===== src/rtl/bus_rd_seq_if.sv =====
`default_nettype none
// ============================================================================
// Module   : bus_rd_seq_if
// Purpose  : Request and device-bus signal bundle for the read sequencer.
//            The slave modport is the sequencer's view; the master modport is
//            the view of the environment (requester plus read devices).
// Revision : 1.0  initial release
// ============================================================================
interface bus_rd_seq_if #(
  parameter int NUM_DEV = 4
);
  // requester side
  logic                   iReq;
  logic [19:0]            iAddr;
  logic                   oReady;
  logic                   oAck;
  logic [7:0]             oData;
  logic                   oMiss;
  // device side
  logic [19:0]            oAddr;
  logic                   oRd;
  logic [NUM_DEV-1:0]     iSel;
  logic [8*NUM_DEV-1:0]   iData;

  modport slave (
    input  iReq, iAddr, iSel, iData,
    output oReady, oAck, oData, oMiss, oAddr, oRd
  );

  modport master (
    output iReq, iAddr, iSel, iData,
    input  oReady, oAck, oData, oMiss, oAddr, oRd
  );
endinterface
`default_nettype wire


===== src/rtl/bus_rd_seq.sv =====
`default_nettype none
// ============================================================================
// Module   : bus_rd_seq
// Purpose  : CPU-side memory read sequencer. Issues a one-cycle read strobe
//            with a latched address, captures the registered device returns
//            one cycle later, merges them into one byte (lowest index wins,
//            open-bus value when nothing selects) and acknowledges.
// Revision : 1.0  initial release
// ============================================================================
module bus_rd_seq #(
  parameter int         NUM_DEV  = 4,      // 1..8, index 0 is the BIOS ROM
  parameter logic [7:0] OPEN_BUS = 8'hFF
) (
  input  wire logic       iClk,
  input  wire logic       iRst,
  bus_rd_seq_if.slave     bus,
  output logic            oErrMulti,
  output logic            oOverrun
);

  typedef enum logic [1:0] {
    ST_IDLE    = 2'd0,
    ST_ISSUE   = 2'd1,
    ST_CAPTURE = 2'd2
  } state_t;

  state_t               rState;
  logic                 rReady;
  logic                 rRd;
  logic                 rAck;
  logic                 rMiss;
  logic [7:0]           rData;
  logic [19:0]          rAddr;
  logic                 rErrMulti;
  logic                 rOverrun;

  logic [NUM_DEV-1:0]   wSel;
  logic                 wHit;
  logic                 wMulti;
  logic [7:0]           wByte;

  assign wSel = bus.iSel;

  // Merge device returns: scanning from the top index down lets the lowest
  // selected device overwrite the others, so it wins on a conflict.
  always_comb begin
    wHit  = 1'b0;
    wByte = OPEN_BUS;
    for (int k = NUM_DEV - 1; k >= 0; k--) begin
      if (wSel[k]) begin
        wHit  = 1'b1;
        wByte = bus.iData[8*k +: 8];
      end
    end
  end

  // Clearing the lowest set bit leaves something only if two or more were set.
  assign wMulti = |(wSel & (wSel - NUM_DEV'(1)));

  // Sequencer FSM with all outputs registered.
  always_ff @(posedge iClk) begin
    if (iRst) begin
      rState    <= ST_IDLE;
      rReady    <= 1'b1;
      rRd       <= 1'b0;
      rAck      <= 1'b0;
      rMiss     <= 1'b0;
      rData     <= OPEN_BUS;
      rAddr     <= 20'd0;
      rErrMulti <= 1'b0;
      rOverrun  <= 1'b0;
    end else begin
      rRd  <= 1'b0;
      rAck <= 1'b0;

      // rReady mirrors IDLE, so a request seen while it is low is dropped.
      if (bus.iReq && !rReady) begin
        rOverrun <= 1'b1;
      end

      case (rState)
        ST_IDLE: begin
          if (bus.iReq) begin
            rAddr  <= bus.iAddr;
            rRd    <= 1'b1;
            rReady <= 1'b0;
            rState <= ST_ISSUE;
          end
        end

        ST_ISSUE: begin
          rState <= ST_CAPTURE;
        end

        ST_CAPTURE: begin
          rData  <= wByte;
          rMiss  <= !wHit;
          rAck   <= 1'b1;
          rReady <= 1'b1;
          rState <= ST_IDLE;
          if (wMulti) begin
            rErrMulti <= 1'b1;
          end
        end

        default: begin
          rReady <= 1'b1;
          rState <= ST_IDLE;
        end
      endcase
    end
  end

  assign bus.oReady = rReady;
  assign bus.oRd    = rRd;
  assign bus.oAck   = rAck;
  assign bus.oMiss  = rMiss;
  assign bus.oData  = rData;
  assign bus.oAddr  = rAddr;
  assign oErrMulti  = rErrMulti;
  assign oOverrun   = rOverrun;

endmodule
`default_nettype wire


===== src/flat_wrapper.sv =====
// flat-port wrapper written by rule: the top's interface ports become plain ports
module bus_rd_seq_flat 
#(
  parameter int         NUM_DEV  = 4,                                      
  parameter logic [7:0] OPEN_BUS = 8'hFF
)
  (iClk, iRst, oErrMulti, oOverrun, bus_iReq, bus_iAddr, bus_iSel, bus_iData, bus_oReady, bus_oAck, bus_oData, bus_oMiss, bus_oAddr, bus_oRd);
  bus_rd_seq_if #(.NUM_DEV(NUM_DEV)) bus_i ();
  input  wire logic iClk;
  input  wire logic iRst;
  output logic oErrMulti;
  output logic oOverrun;
  input wire logic [$bits(bus_i.iReq)-1:0] bus_iReq;
  input wire logic [$bits(bus_i.iAddr)-1:0] bus_iAddr;
  input wire logic [$bits(bus_i.iSel)-1:0] bus_iSel;
  input wire logic [$bits(bus_i.iData)-1:0] bus_iData;
  output wire logic [$bits(bus_i.oReady)-1:0] bus_oReady;
  output wire logic [$bits(bus_i.oAck)-1:0] bus_oAck;
  output wire logic [$bits(bus_i.oData)-1:0] bus_oData;
  output wire logic [$bits(bus_i.oMiss)-1:0] bus_oMiss;
  output wire logic [$bits(bus_i.oAddr)-1:0] bus_oAddr;
  output wire logic [$bits(bus_i.oRd)-1:0] bus_oRd;
  assign bus_i.iReq = bus_iReq;
  assign bus_i.iAddr = bus_iAddr;
  assign bus_i.iSel = bus_iSel;
  assign bus_i.iData = bus_iData;
  assign bus_oReady = bus_i.oReady;
  assign bus_oAck = bus_i.oAck;
  assign bus_oData = bus_i.oData;
  assign bus_oMiss = bus_i.oMiss;
  assign bus_oAddr = bus_i.oAddr;
  assign bus_oRd = bus_i.oRd;
  bus_rd_seq #(.NUM_DEV(NUM_DEV), .OPEN_BUS(OPEN_BUS)) u_core (.iClk(iClk), .iRst(iRst), .bus(bus_i), .oErrMulti(oErrMulti), .oOverrun(oOverrun));
endmodule

===== config.mk =====
export PLATFORM = sky130hd
export DESIGN_NAME = bus_rd_seq_flat
export DESIGN_NICKNAME = d
export VERILOG_FILES = /design/src/rtl/bus_rd_seq_if.sv /design/src/rtl/bus_rd_seq.sv /design/src/flat_wrapper.sv
export SDC_FILE = /design/constraint.sdc
export NUM_CORES = 1
export LEC_CHECK = 0
export ABC_AREA = 1
export CAP_MARGIN = 20
export CORE_AREA = 2 2 68 70
export DETAILED_ROUTE_END_ITERATION = 7
export DIE_AREA = 0 0 70 72
export MAX_ROUTING_LAYER = met4
export PLACE_DENSITY = 0.91
export RECOVER_POWER = 25
export SLEW_MARGIN = 15
export SYNTH_ARGS = -nofsm -noshare
export SYNTH_HDL_FRONTEND = slang
export SYNTH_SLANG_ARGS = --single-unit

===== constraint.sdc =====
create_clock -name iClk -period 2.93 [get_ports iClk]
set_input_delay 0.7325 -clock iClk [delete_from_list [all_inputs] [get_ports iClk]]
set_output_delay 0.7325 -clock iClk [all_outputs]
set_load 0.01 [all_outputs]

Word-level counts from Yosys, hierarchy flattened
Cells that the tools add are included.
- word-level logic and storage cells: 39
- input port bits: 59
- flip-flop bits (word level): 36
- add/sub/neg operators: 1
- reductions and logical operators: 9
- bitwise gates (word level): 3
- equal/unequal tests: 3
- mux-type cells: 14
- operators by type and width (operator ; number):
    2-to-1 mux 8 bit ; 4
    2-to-1 mux 1 bit ; 7
    AND reduction 2 bit ; 3
    AND 4 bit ; 1
    case mux 2 bit (2 select lines) ; 1
    OR reduction 4 bit ; 1
    subtractor 4 x 1 -> 4 bit (second input constant) ; 1
    equality test 2 x 1 -> 1 bit (second input constant) ; 1
    equality test 2 bit (second input constant) ; 1
    logical NOT 1 bit ; 2
    logical NOT 2 bit ; 1
    2-to-1 mux 2 bit ; 1
    != test 2 bit (second input constant) ; 1
    inverter 1 bit ; 2
    case mux 1 bit (2 select lines) ; 1
    OR reduction 2 bit ; 1
    logical AND 1 bit ; 1

Longest topological paths before layout
Gate-level depths: netlist (run 1).
- depth after elaboration: 5
- mapped depth: 8

Worst setup path after synthesis (run 1)
No wires, ideal clock.
- path kind: input port to flip-flop
- start point: input port bus_iSel[0]
- end point: register u_core.rErrMulti (netlist: u_core.oErrMulti)
- path buffers: 2
- library setup time: 0.112 ns
- arrival: 1.282 ns
- setup slack: 1.536 ns
- cell stages on the path: 8
- cells stage by stage: buf_6 inv_2 buf_2 nand2_1 nand2_1 nand2_1 nand2_1 nand2_1
- word-level cells in the longest chain between the ends: 4
- RTL lines (item ; RTL line ; text):
    from (decl) ; flat_wrapper.sv:15 ; input wire logic [$bits(bus_i.iSel)-1:0] bus_iSel;
    subtractor 4 x 1 -> 4 bit ; bus_rd_seq.sv:58 ; assign wMulti = |(wSel & (wSel - NUM_DEV'(1)));
    AND 4 bit (*) ; bus_rd_seq.sv:58 ;
    OR reduction 4 bit (*) ; bus_rd_seq.sv:58 ;
    AND reduction 2 bit (no source line) (*) ; - ;
    to (signal assigned) ; bus_rd_seq.sv:70 ; rErrMulti <= 1'b0;
    to (signal assigned) ; bus_rd_seq.sv:102 ; rErrMulti <= 1'b1;
    to (decl) ; bus_rd_seq.sv:34 ; logic rErrMulti;
Every way passes the cells marked *; elsewhere a longest branch is shown, timed or not.
A chain may end at the register's enable or synchronous reset.

==> flow_summary.ini, run 1 <==
[outcome]
run_status = finished, final reports clean

[global_routing]
global_route_wire_length_before_repair_mm = 7.155
grt.total_usage_pct = 18.52
grt_max_degree = 25
globalRouteOverflowTotal = 0
initial_antenna_violation_count = 0
number_of_global_route_vias_before_repair = 1622

[route]
router_iterations_before_antenna_repair = 4
route.final.wire_length_mm = 4.488
dr.first_iter.drc_count = 73
wl_per_cell_um = 11.87
drc = 0
routed_vias_inst = 4.656
ant_nets = 0
detailroute.via_count = 1760

[finish]
final_area_sq_um = 2619
final_layout_size_suffix_gt1_share_pct = 5.521
antenna-diode-count = 0
layout.nets = 384
areaGrowthSynthToFinish_pct = 61.62

[critical_path]
slowest_stage = dlygate4sd3_1
worstSetupStartpointType = input pin
cp_top_family = buffers and inverters
cp_num_buf_inv = 2
cp_cell_sequence = dlygate4sd3_1 > inv_1 > o21ai_0 > nor2_1
timing.critical_path.slowest_cell_delay_ps = 850
cp_data_arrival_time_ps = 2280
worstPathRequired_ps = 3110
endpoint_class_of_the_critical_path = flip-flop
timing.setup.critical_path_class = in2reg
worst_path_max_fanout = 22

[timing]
totalNegativeSetupSlack_ps = 0
finalSetupViolations = 0
finalHoldViolCount = 0
worstMarginPinSlew_ps = 615.9
rsz0062_at_grt = no
timing.final.max_slew_violations = 0
final.setup_skew_ps = 5.676
period_minus_slack_ps = 2097
max_freq_mhz = 476.8
worst_slew_margin_rel_pct = 58.81
setup_slack_ps = 832.8
finalCritPeriodShare_pct = 71.58

[synthesis]
synthesis.area_sq_um = 1620
synth_warnings = 0
synth_enable_flop_cells = 0
yosysSeqAreaShare_pct = 44.48
postSynth.topFlopCell = dfxtp_1
synth_seq_cells = 36
synth_top_area_cell = dfxtp_1
asyncSetResetFlopFracSynth_pct = 0
ys_types = 17
synthesis.area_per_instance_sq_um = 6.780
post_synth_inst_count = 239
postSynthNetCount = 298
post-synth-top-area-fraction_pct = 44.48
synthTopCellsByArea = dfxtp_1, nor2_1, nand2_1, a21oi_1, o21ai_0

[clock_network]
cts_root_buffer = clkbuf_8
hold_buffers = 0
clk_path_buf_depth = 2
cts_tree = done
clock_tree.htree_level_count = 2
cts_buf_count = 5
cts_setup_buffers = 0
clk_lat_worst_skew_ps = 290
worst_setup_hold_path_clk_slew_ps = 70
post_cts_resize_count = 0
clock_sinks = 36

[placement]
post-dp-hpwl_mm = 3.494
dp_worst_setup_slack_ps = 731.9
place_area_sq_um = 2514
place_congestion = 0.8082
io_buffers = 92

[floorplan]
die_x_um = 70
boundaryPins = 93
floorplan.core_area_sq_um = 4264
dieArea_sq_um = 5040
rows = 24
starting_density_pct = 38.00
die-height_um = 72

[hold_path]
hp-class = reg2reg

[pwr]
leakagePower_uw = 0.001136
power.density_cell_area_nw_per_um2 = 472.9
power.ir.vdd_worst_uv = 321.3

[flow_run]
reported_max_cap_violation_count = 0
layout make-up:
cell class                      count  area, sq um
Multi-Input combinational cell    164        706.9
Fill cell                         387         1645
Sequential cell                    36        720.7
Inverter                           26        97.59
Clock buffer                        6        72.57
Timing Repair Buffer               92        920.9
Clock inverter                      2        35.03
Tap cell                           52        65.06
synthesized netlist by cell type (3+ instances only):
cell type / count
nand2_1: 48
nor2_2: 4
a21oi_1: 27
buf_6: 3
nor2_1: 60
dfxtp_1: 36
o21ai_1: 5
inv_2: 7
o21ai_0: 16
buf_2: 5
inv_1: 19
buf_4: 4
cells by family (layout without fill, tap and decap cells):
logic type	after synthesis	in the layout	share of synthesized area, %
simple gates	116	116	28.96
compound gates	48	48	14.83
buf+inv	39	126	11.74
flops	36	36	44.48
sequential cells by signal, summed over array words and instances (netlist names):
| name | count |
|---|---|
| u_core.bus.oAck | 1 |
| u_core.oOverrun | 1 |
| u_core.bus.oAddr | 20 |
| u_core.rState | 2 |
| u_core.bus.oData | 8 |
| u_core.oErrMulti | 1 |
| u_core.bus.oRd | 1 |
| u_core.bus.oReady | 1 |
| u_core.bus.oMiss | 1 |
metal layers:
layer / vias up / global-route usage [%] / routed length (um)
met5: - / - / 0
met4: 0 / 8.547 / 102
met3: 10 / 4.167 / 269
met2: 66 / 33.12 / 2296
met1: 780 / 19.57 / 1820
li1: 904 / - / -
cell usage in the layout (no fill, tap or decap):
| master | Yosys | final |
|---|---|---|
| a21oi_1 | 27 | 27 |
| bufinv_16 | 0 | 1 |
| clkbuf_1 | 1 | 1 |
| clkbuf_8 | 0 | 5 |
| clkdlybuf4s50_1 | 0 | 85 |
| clkinv_2 | 0 | 1 |
| dfxtp_1 | 36 | 36 |
| dlygate4sd3_1 | 0 | 7 |
| inv_1 | 19 | 20 |
| inv_2 | 7 | 6 |
| nand2_1 | 48 | 48 |
| nand3_1 | 1 | 1 |
| nand3_4 | 1 | 1 |
| nor2_1 | 60 | 61 |
| nor2_2 | 4 | 3 |
| nor2_4 | 1 | 1 |
| nor3_1 | 1 | 1 |
| o21ai_0 | 16 | 17 |
| o21ai_1 | 5 | 4 |
report_power, final:
part | total, uW | switching, uW | internal (uW)
logic | 270 | 116 | 154
registers | 542 | 17.9 | 524
clock network | 426 | 174 | 252
total | 1240 | 308 | 930
path summary, 6_finish.rpt:
path	start	to	slack [ps]	cells after the start
max	iRst	u_core.bus.oAddr[6]	830	4
min	u_core.rState[1]	u_core.rState[1]	440	1
max reg2reg	u_core.rState[1]	u_core.bus.oAddr[10]	1630	5
min reg2reg	u_core.rState[1]	u_core.rState[1]	440	1
metrics by stage:
stage	power, uW	hold WS [ps]	utilization, %	std cells
after detailed placement	829.2	435.0	58.95	370
after global routing	1298	466.6	61.41	378
final	1238	442.3	61.41	378
after global placement	818.9	427.0	58.95	370
after floorplan	673.4	419.7	-	239
after CTS	1255	444.3	61.47	378
Note: power is estimated with default switching activity, not from simulation.
==> inputs of run 2 (changes only) <==
--- a/config.mk
+++ b/config.mk
@@ -7,11 +7,11 @@
 export LEC_CHECK = 0
 export ABC_AREA = 1
 export CAP_MARGIN = 20
-export CORE_AREA = 2 2 68 70
+export CORE_AREA = 2 2 73 75
 export DETAILED_ROUTE_END_ITERATION = 7
-export DIE_AREA = 0 0 70 72
+export DIE_AREA = 0 0 75 77
 export MAX_ROUTING_LAYER = met4
-export PLACE_DENSITY = 0.91
+export PLACE_DENSITY = 0.84
 export RECOVER_POWER = 25
 export SLEW_MARGIN = 15
 export SYNTH_ARGS = -nofsm -noshare
==> constraint.sdc (replaced) <==
create_clock -name iClk -period 1.8 [get_ports iClk]
set_input_delay 0.45 -clock iClk [delete_from_list [all_inputs] [get_ports iClk]]
set_output_delay 0.45 -clock iClk [all_outputs]
set_load 0.01 [all_outputs]
==> run 2 against run 1 <==
Register-to-register slack got worse by 1100 ps. Clock-buffer cell count stayed put. Via count is the same. Critical endpoint is now bus_oAddr[15]. Largest cell class unchanged.
==> flow_summary.ini, run 2 (synthesis gave the netlist of run 1 again) <==
[floorplan]
die_x_um = 75
rows = 26
boundaryPins = 93
starting_density_pct = 32.55
die-height_um = 77
floorplan.core_area_sq_um = 4977
dieArea_sq_um = 5775

[timing]
final.setup_skew_ps = 3.806
finalSetupViolations = 0
worstMarginPinSlew_ps = 585.4
timing.final.max_slew_violations = 0
max_freq_mhz = 613.3
worst_slew_margin_rel_pct = 60.93
finalHoldViolCount = 0
finalCritPeriodShare_pct = 90.59
period_minus_slack_ps = 1631
rsz0062_at_grt = no
totalNegativeSetupSlack_ps = 0

[clock_network]
cts_setup_buffers = 0
clk_path_buf_depth = 2
cts_buf_count = 5
clock_tree.htree_level_count = 2
hold_buffers = 0
post_cts_resize_count = 0
cts_root_buffer = clkbuf_8
clock_sinks = 36
worst_setup_hold_path_clk_slew_ps = 70
clk_lat_worst_skew_ps = 280
cts_tree = done

[outcome]
run_status = finished, final reports clean

[route]
topRoutingLayerUsed = met4
drc = 0
router_iterations_before_antenna_repair = 4
routed_vias_inst = 4.389
routed-wl-met2_mm = 1.985
ant_nets = 0
dr.first_iter.drc_count = 30
route.final.wire_length_mm = 4.266
detailroute.via_count = 1760
wl_per_cell_um = 10.64
route.layer.met1.wl_mm = 1.728
met3_length_um = 366

[critical_path]
startpoint = u_core.bus.oAddr[15]
critical_path.reg2reg.endpoint = u_core.bus.oAddr[3]
timing.critical_path.slowest_cell_delay_ps = 560
critical_path_stages = 1
cp_data_arrival_time_ps = 1180
worst_path_max_fanout = 2
cp_num_buf_inv = 1
worst_r2r_startpoint = u_core.rState[1]
cp_top_family = buffers and inverters
worstPathRequired_ps = 1350
worstSetupStartpointType = flip-flop
register_to_register_path_depth = 5
slowest_stage = clkdlybuf4s50_1
cp_cell_sequence = clkdlybuf4s50_1
endpoint = bus_oAddr[15]
endpoint_class_of_the_critical_path = output port
timing.setup.critical_path_class = reg2out
r2r_slack_ps = 490

[finish]
areaGrowthSynthToFinish_pct = 64.32
largest_register_ff_count = 20
layout.cells.most_common_list = clkdlybuf4s50_1, nor2_1, nand2_1
final_layout_size_suffix_gt1_share_pct = 7.251
layout.nets = 389
finish.utilization_pct = 53.49
layout_commonest_cell = clkdlybuf4s50_1
antenna-diode-count = 0

[global_routing]
grt_max_degree = 23
initial_antenna_violation_count = 0
number_of_global_route_vias_before_repair = 1648
global_route_wire_length_before_repair_mm = 6.906
grt.total_usage_pct = 15.82
globalRouteOverflowTotal = 0

[placement]
post-dp-hpwl_mm = 3.398
io_buffers = 92
place_congestion = 0.7912

[pwr]
power.density_cell_area_nw_per_um2 = 714.9
power.ir.vdd_worst_uv = 373.6
leakagePower_uw = 0.001140

[flow_run]
reported_max_cap_violation_count = 0

[hold_path]
hp-class = reg2reg
[run 2: metrics by stage]
step | total power [uW] | cell area, sq um | setup slack (ps) | hold WS [ps] | cells
3_3_place_gp | 1344 | 2574 | 123.4 | 429.1 | 393
2_1_floorplan | 1096 | 1620 | 688.0 | 419.7 | 239
6_report | 1903 | 2663 | 169.4 | 440.3 | 401
3_5_place_dp | 1355 | 2574 | 50.17 | 433.6 | 393
4_1_cts | 1938 | 2666 | 143.9 | 443.5 | 401
5_1_grt | 2012 | 2663 | 78.24 | 483.4 | 401
[run 2: worst min-delay path by stage]
stage               cells after the start  slack (ps)        startpoint          endpoint
finish                                  1         440  u_core.rState[1]  u_core.rState[1]
global route                            1         480  u_core.rState[1]  u_core.rState[1]
CTS                                     1         440  u_core.rState[1]  u_core.rState[1]
detailed placement                      1         430  u_core.rState[1]  u_core.rState[1]
global placement                        1         430  u_core.rState[1]  u_core.rState[1]
floorplan                               1         420  u_core.rState[1]  u_core.rState[1]
[run 2: report_power, final]
part | switching, uW | leakage (uW) | internal, uW | total [uW]
clock network | 267 | 0.0000510 | 305 | 572
registers | 27.7 | 0.000297 | 853 | 881
logic | 189 | 0.000792 | 262 | 450
total | 483 | 0.00114 | 1420 | 1900
[run 2: cell type report]
type                    instances  area (sq um)
repair buffers                 97         954.7
flip-flops and latches         36         720.7
clock buffers                   6         82.58
clock inverters                 2         10.01
well taps                      70         87.58
inverters                      26         97.59
multi-input cells             164         709.4
fillers                       503          2315
[run 2: per-layer routing]
layer	up-vias	track usage [%]
met1	761	16.72
met2	67	25.61
met5	-	-
met3	18	4.993
met4	0	8.571
li1	914	-
